[src/rtl/subtree_resp_collector.sv]
// rtl/subtree_resp_collector.sv - round-robin fan-in of child response beats into one registered parent stream
//
// Ports:
//   clk          rising-edge clock
//   rst_n        asynchronous active-low reset
//   child_valid  per-child beat valid
//   child_data   per-child payload, child i at [i*DATA_W +: DATA_W]
//   child_ready  per-child accept, one-hot or zero
//   par_valid    parent-side beat valid (output register FULL)
//   par_data     parent-side payload
//   par_id       index of the child that sourced par_data
//   par_ready    parent accepts the beat
//   beat_cnt     saturating count of beats accepted from children
//   busy         par_valid or any child_valid
module subtree_resp_collector #(
  parameter int N_CHILD = 10,
  parameter int DATA_W  = 32,
  parameter int ID_W    = 4,
  parameter int CNT_W   = 16
) (
  input  logic                      clk,
  input  logic                      rst_n,
  input  logic [N_CHILD-1:0]        child_valid,
  input  logic [N_CHILD*DATA_W-1:0] child_data,
  output logic [N_CHILD-1:0]        child_ready,
  output logic                      par_valid,
  output logic [DATA_W-1:0]         par_data,
  output logic [ID_W-1:0]           par_id,
  input  logic                      par_ready,
  output logic [CNT_W-1:0]          beat_cnt,
  output logic                      busy
);

  typedef enum logic {EMPTY = 1'b0, FULL = 1'b1} state_t;

  state_t              state_q;
  state_t              state_d;
  logic [ID_W-1:0]     last_grant;
  logic [ID_W-1:0]     sel;
  logic                found;
  logic [N_CHILD-1:0]  grant;
  logic [DATA_W-1:0]   sel_data;
  logic                load_en;
  logic                xfer;

  // Round-robin pick: first valid child strictly above last_grant, otherwise
  // wrap and take the lowest valid child (which may be last_grant itself).
  always_comb begin
    found    = 1'b0;
    sel      = '0;
    grant    = '0;
    sel_data = '0;
    for (int i = 0; i < N_CHILD; i++) begin
      if (!found && child_valid[i] && (ID_W'(i) > last_grant)) begin
        found = 1'b1;
        sel   = ID_W'(i);
      end
    end
    for (int i = 0; i < N_CHILD; i++) begin
      if (!found && child_valid[i]) begin
        found = 1'b1;
        sel   = ID_W'(i);
      end
    end
    for (int i = 0; i < N_CHILD; i++) begin
      if (found && (sel == ID_W'(i))) begin
        grant[i] = 1'b1;
        sel_data = child_data[i*DATA_W +: DATA_W];
      end
    end
  end

  // A draining register may reload in the same cycle. rst_n gates the
  // transfer so child_ready is low for the whole time reset is held.
  assign load_en = (state_q == EMPTY) || par_ready;
  assign xfer    = rst_n && load_en && found;

  // Output-stage state register
  always_ff @(posedge clk or negedge rst_n) begin
    if (!rst_n) begin
      state_q <= EMPTY;
    end else begin
      state_q <= state_d;
    end
  end

  // Output-stage next state
  always_comb begin
    state_d = state_q;
    if (xfer) begin
      state_d = FULL;
    end else if ((state_q == FULL) && par_ready) begin
      state_d = EMPTY;
    end
  end

  // Output-stage outputs
  always_comb begin
    par_valid   = (state_q == FULL);
    child_ready = xfer ? grant : '0;
    busy        = (state_q == FULL) || (|child_valid);
  end

  // Payload, tag, RR pointer and counter move only on a child-side transfer;
  // a drain without reload leaves par_data/par_id at their last value.
  always_ff @(posedge clk or negedge rst_n) begin
    if (!rst_n) begin
      par_data   <= '0;
      par_id     <= '0;
      last_grant <= ID_W'(N_CHILD - 1);
      beat_cnt   <= '0;
    end else if (xfer) begin
      par_data   <= sel_data;
      par_id     <= sel;
      last_grant <= sel;
      if (beat_cnt != '1) begin
        beat_cnt <= beat_cnt + CNT_W'(1);
      end
    end
  end

endmodule

[config.mk]
export PLATFORM = sky130hd
export DESIGN_NAME = subtree_resp_collector
export DESIGN_NICKNAME = d
export VERILOG_FILES = /design/src/rtl/subtree_resp_collector.sv
export SDC_FILE = /design/constraint.sdc
export NUM_CORES = 1
export LEC_CHECK = 0
export ABC_AREA = 1
export BUFFER_PORTS_ARGS = -buffer_cell sky130_fd_sc_hd__buf_2
export CAP_MARGIN = 20
export CORE_AREA = 2 2 153 155
export DETAILED_ROUTE_END_ITERATION = 7
export DIE_AREA = 0 0 155 157
export PLACE_DENSITY = 0.56
export SLEW_MARGIN = 20
export SYNTH_ARGS = -nofsm -noshare
export SYNTH_HDL_FRONTEND = slang
export SYNTH_SLANG_ARGS = --single-unit
[constraint.sdc]
create_clock -name clk -period 2.8 [get_ports clk]
set_input_delay 0.56 -clock clk [delete_from_list [all_inputs] [get_ports clk]]
set_output_delay 0.56 -clock clk [all_outputs]
set_load 0.01 [all_outputs]
After elaboration in Yosys (flattened, before gate mapping)
Cells that the tools add are included.
Cells by class
  $add $sub $neg: 1
  multiply operators: 0
  div/mod/pow operators: 0
  magnitude comparators: 10
  eq/ne operators: 10
  shifts and indexed selects: 0
  mux-type cells: 62
  bitwise logic cells: 1
  reductions and logical operators: 67
Operators with widths (count)
  32-bit 2-to-1 mux: 10
  4-bit 2-to-1 mux: 15
  1-bit logical AND: 42
  1-bit 2-to-1 mux: 33
  1-bit logical NOT: 19
  16-bit by 1-bit adder with 16-bit output, second input constant: 1
  4-bit by 3-bit == test with 1-bit output, second input constant: 4
  3-bit by 4-bit greater-than comparator with 1-bit output, first input constant: 4
  16-bit inequality test, second input constant: 1
  10-bit 2-to-1 mux: 1
  10-bit OR reduction: 1
  4-bit by 2-bit == test with 1-bit output, second input constant: 2
  4-bit == test, second input constant: 2
  1-bit by 4-bit greater-than comparator with 1-bit output, first input constant: 2
  2-bit by 4-bit greater-than comparator with 1-bit output, first input constant: 2
  4-bit greater-than comparator, first input constant: 2
  4-bit by 1-bit == test with 1-bit output, second input constant: 1
  4-bit logical NOT: 1
  2-bit 2-to-1 mux: 2
  3-bit 2-to-1 mux: 1
  1-bit logical OR: 2
  2-bit AND reduction: 1
  2-bit nonzero test: 1
  1-bit NOT: 1
Storage, ports and cells
  register bits: 57
  latch bits: 0
  RAM bits: 0
  memory bits (read-only): 0
  input port bits: 333
  output and inout port bits: 64
  logic and storage cells: 156
  memories: 0

Depth between registers and ports, before layout
  depth in word-level cells: 81
  depth in mapped cells: 25
  depth with buffers taken out: 24

Worst setup path before layout
No wires, ideal clock.
  kind: input -> output
  from: input port child_valid[2]
  to: output port child_ready[1]
  arrival: 2.446 ns
  required time: 2.240 ns
  path slack: -0.206 ns
  stages: 16
  path buffers: 2
  cells stage by stage: inv_1 -> nor2_1 -> nand2_1 -> nand3_2 -> nor2_4 -> nand3_2 -> nor2_2 -> nand3_1 -> nor2_2 -> nand2_1 -> nor2_1 -> nand2_1 -> nand3_1 -> clkbuf_1 -> clkbuf_1 -> nor2_1
On the way
  word-level cells in the longest chain between the ends: 65
  elaborated cells on any way between the ends: 84
  classes of those cells: eq/ne (1); mux (38); reduce/logical (45)
Ends and longest elaborated chain
  from (decl): line 23  | input logic [N_CHILD-1:0] child_valid,
  1-bit logical AND (2 in series): line 54  | if (!found && child_valid[i] && (ID_W'(i) > last_grant)) begin
  1-bit 2-to-1 mux: line 54
  1-bit logical NOT: line 54
  1-bit logical AND (2 in series): line 54
  1-bit 2-to-1 mux: line 54
  1-bit logical NOT: line 54
  1-bit logical AND (2 in series): line 54
  1-bit 2-to-1 mux: line 54
  [... 46 more ...]
  1-bit 2-to-1 mux: line 60  | if (!found && child_valid[i]) begin
  1-bit logical NOT: line 60
  1-bit logical AND: line 60
  4-bit 2-to-1 mux: line 60
  4-bit by 1-bit == test with 1-bit output: line 66  | if (found && (sel == ID_W'(i))) begin
  1-bit logical AND: line 66
  1-bit 2-to-1 mux: line 66
  10-bit 2-to-1 mux (*): line 100  | child_ready = xfer ? grant : '0;
  to (decl): line 25  | output logic [N_CHILD-1:0] child_ready,
Every way passes the cells marked *; elsewhere a longest branch is shown, timed or not.

Worst setup path after layout
  from: register last_grant[0]
  to: output port child_ready[1]
On the way
  word-level cells in the longest chain between the ends: 73
  elaborated cells on any way between the ends: 102
  classes of those cells: order compare (10); eq/ne (1); mux (41); reduce/logical (50)
Ends and longest elaborated chain
  from (decl): line 38  | logic [ID_W-1:0] last_grant;
  from (signal assigned): line 110  | last_grant <= ID_W'(N_CHILD - 1);
  from (signal assigned): line 115  | last_grant <= sel;
  1-bit by 4-bit greater-than comparator with 1-bit output: line 54
  1-bit logical AND: line 54
  1-bit 2-to-1 mux: line 54
  1-bit logical NOT: line 54
  1-bit logical AND (2 in series): line 54
  1-bit 2-to-1 mux: line 54
  1-bit logical NOT: line 54
  1-bit logical AND (2 in series): line 54
  [... 55 more ...]
  1-bit 2-to-1 mux: line 60
  1-bit logical NOT: line 60
  1-bit logical AND: line 60
  4-bit 2-to-1 mux: line 60
  4-bit by 1-bit == test with 1-bit output: line 66
  1-bit logical AND: line 66
  1-bit 2-to-1 mux: line 66
  10-bit 2-to-1 mux (*): line 100
Marks and branches as above.

==> results.sh <==
export IMPL_dieArea_um2=24300
export IMPL_power_per_cell_area_nw_per_um2=1060
export IMPL_cell_count_after_synthesis=978
export IMPL_setup_worst_path_class="register to output port"
export IMPL_top_level_ports=397
export IMPL_core_area_um2=22500
export IMPL_final_layout_size_suffix_gt1_share_pct=42.8
export IMPL_violated_checks="setup timing"
export IMPL_maxSlewHeadroom_pct=49.1
export IMPL_number_of_flops_mapped_to_enable_cells_by_yosys=0
export IMPL_path_cells="nand2_2, nand3_2, nand3_2, nor2_4, nand3_2, nor2_4, nand4_4, nor2_4, nand2_2, nand2_2, nor2_4, a21oi_4, buf_12, nand2_1, nor2_1, buf_2"
export IMPL_fmax_mhz=293
export IMPL_critical_path_peak_fanout=13
export IMPL_cts_root_buf="clkbuf_16"
export IMPL_place_gp_congestion=0.967
export IMPL_timing_final_crit_share_pct=122
export IMPL_worst_slack_ns=-0.609
export IMPL_cts_clk_slew_worst_paths_ns=0.07
export IMPL_port_buffer_count=396
export IMPL_finalNetCount=1778
export IMPL_synth_net_count=1312
export IMPL_worstHoldPathType="register to register"
export IMPL_vias_after_detailed_routing=8318
export IMPL_ys_top_cells_by_area="dfrtp_1 (24%), nand2_1 (22%), nand3_1 (15%)"
export IMPL_timing_max_cap_violations=0
export IMPL_arrival_time_reported_for_the_critical_path_endpoint_ns=2.85
export IMPL_crit_required_ns=2.24
export IMPL_drt_iter0_markers=691
export IMPL_detail_route_drc_violations=0
export IMPL_antenna_violations_before_repair=4
export IMPL_rsz0062_at_grt="true"
export IMPL_seq_area_frac_synth_pct=24.6
export IMPL_finish_utilization_pct=41.9
export IMPL_number_of_synthesis_warnings=0
export IMPL_average_via_count_per_standard_cell=4.80
export IMPL_chipHeight_um=157
export IMPL_netlist_area_um2=5610
export IMPL_worstSkewPairLatency_ns=0.31
export IMPL_synth_top_cells_by_count="nand2_1 (323), nand3_1 (165), nor2_1 (103)"
export IMPL_main_flop_type_after_synthesis="dfrtp_1"
export IMPL_start_util_pct=24.9
export IMPL_place_hpwl_um=25800
export IMPL_gr_usage_total_pct=25.0
export IMPL_final_max_slew_viol_count=0
export IMPL_layout_min_cycle_time_ns=3.41
export IMPL_pin_count_of_the_biggest_net_entering_global_routing=56
export IMPL_place_worst_setup_slack_ns=-0.520
export IMPL_grt_pass1_vias=8168
export IMPL_hold_slack_ns=0.481
export IMPL_yosysMostFrequentCell="nand2_1"
export IMPL_endpoint_kind="output port"
export IMPL_crit_path_largest_cell_delay_ns=0.60
export IMPL_critical_path_slowest_cell="dfstp_2"
export IMPL_synth_top_area_cell="dfrtp_1"
export IMPL_wire_length_of_the_first_global_routing_pass_um=46300
export IMPL_area_growth_syn_to_layout_pct=68.1
export IMPL_cpMostUsedCell="nor2_4"
export IMPL_tritoncts="done"
export IMPL_htree_levels=2
export IMPL_route_final_wire_length_um=31800
export IMPL_rows=55
export IMPL_fin_worst_skew_ns=0.00842
export IMPL_timing_final_setup_violations=59
export IMPL_synth_seq_cells=55
export IMPL_routedWlPerCell_um=18.3
export IMPL_timing_final_hold_violations=0
export IMPL_numClockSinks=55
export IMPL_remaining_number_of_nets_flagged_by_the_antenna_check_after_routing=0
export IMPL_status="finished, violations left"
export IMPL_async_flop_share_pct=100
export IMPL_cts_made_buffers=5
export IMPL_horizontal_die_dimension_um=155
export IMPL_synth_top_cell_area_share_pct=23.6
export IMPL_ys_types=40
export IMPL_power_leakage_nw=5.33
export IMPL_grt_overflow=0
export IMPL_worst_setup_path_start_kind="register"
export IMPL_dr_pass1_iters=5
export IMPL_slew_worst_pin_ns=0.763
export IMPL_clk_path_buf_depth=2
export IMPL_synthesis_area_per_instance_um2=5.74
export IMPL_ir_worst_vdd_uv=550
[registers in the layout (all words and copies together), names as in the netlist]
signal      count
par_id          4
par_data       32
beat_cnt       16
par_valid       1
last_grant      2
[cells by family after synthesis]
| group | after synthesis | synth area share [%] |
|---|---|---|
| buffers and inverters | 148 | 10.9 |
| AND/OR/NAND/NOR | 683 | 54.5 |
| adder cells (fa/ha/maj) | 1 | 0.223 |
| XOR/XNOR | 15 | 2.34 |
| AO/OA/AOI/OAI | 76 | 7.47 |
| flip-flops | 55 | 24.6 |
[worst max-delay path: cells and delay by family, from the launching register on]
family / cells / cell delay [ns]
flops: 1 / 0.60
simple gates: 13 / 1.37
compound gates: 1 / 0.25
buf+inv: 2 / 0.32
[path summary, 6_finish.rpt]
check / startpoint / endpoint / slack, ns / cells after the start
worst max-delay path: last_grant[0]$_DFFE_PN1P_ / child_ready[1] / -0.61 / 16
worst min-delay path: par_data[8]$_DFFE_PN0P_ / par_data[8]$_DFFE_PN0P_ / 0.48 / 2
worst max register to register: last_grant[0]$_DFFE_PN1P_ / par_data[27]$_DFFE_PN0P_ / -0.38 / 21
worst min register to register: par_data[8]$_DFFE_PN0P_ / par_data[8]$_DFFE_PN0P_ / 0.48 / 2
max in group asynchronous: rst_n / par_id[1]$_DFFE_PN0P_ / 1.75 / 2
min in group asynchronous: rst_n / beat_cnt[14]$_DFFE_PN0P_ / 0.49 / 2
[routing by layer]
layer  GRT usage (%)  share of wire [%]  vias to the layer above  routed length (um)
met5               0                  0                        -                   0
met4            10.1                4.2                        0                1320
met3            5.92                8.5                       76                2700
met2            41.2                 46                      410               14500
met1            31.6                 42                     3753               13200
li1                -                  -                     4079                   -
[per-stage QoR]
step / total power (W) / instances / area (um2) / setup TNS, ns
detailed placement: 0.00866 / 1699 / 8710 / -21.66
CTS: 0.00973 / 1723 / 9260 / -15.05
global route: 0.0109 / 1732 / 9430 / -29.53
finish: 0.00997 / 1734 / 9430 / -15.96
global placement: 0.00861 / 1699 / 8710 / -20.42
floorplan: 0.00525 / 978 / 5680 / -0.327
[cells in the final DEF, fill, tap and decap left out, types with 3 or more instances in the layout]
cell type  count
nor2_4        13
inv_2          9
xnor2_1        4
nand3_2       14
inv_4          4
nand3_1      153
buf_4         85
o21ai_1        5
or2_2          3
nand2_4        3
buf_12        19
buf_2        393
clkbuf_16      6
or2_1          8
o21ai_0        8
nand3_4        3
a21oi_1       55
nor2_2         7
buf_6         18
nand2_1      302
xor2_1        11
or2_0         17
nand2_2       21
nor2_1        89
nand3b_1       6
diode_2        4
dfrtp_1       52
inv_1         76
nand4_1       29
nor3_1         6
[power breakdown]
part,internal (W),switching (W)
clock network,0.000337,0.000319
registers,0.00113,0.000253
logic,0.00322,0.00471
[what timing repair did]
| action | in CTS | in global routing |
|---|---|---|
| pin swaps | 18 | 20 |
| gates cloned | 1 | 1 |
| setup endpoints to repair | 63 | 65 |
| buffers inserted | 15 | 6 |
| hold buffers | 0 | 0 |
| resized for setup | 70 | 33 |
[area by class of cell]
class / count / area, um2
Timing Repair Buffer: 517 / 3240
Fill cell: 2483 / 13100
Multi-Input combinational cell: 775 / 3940
Inverter: 90 / 360
Tap cell: 285 / 357
Sequential cell: 55 / 1380
Clock inverter: 2 / 17.5
Clock buffer: 6 / 129
Antenna cell: 4 / 10.0
Power figures use the tool's default switching activity.
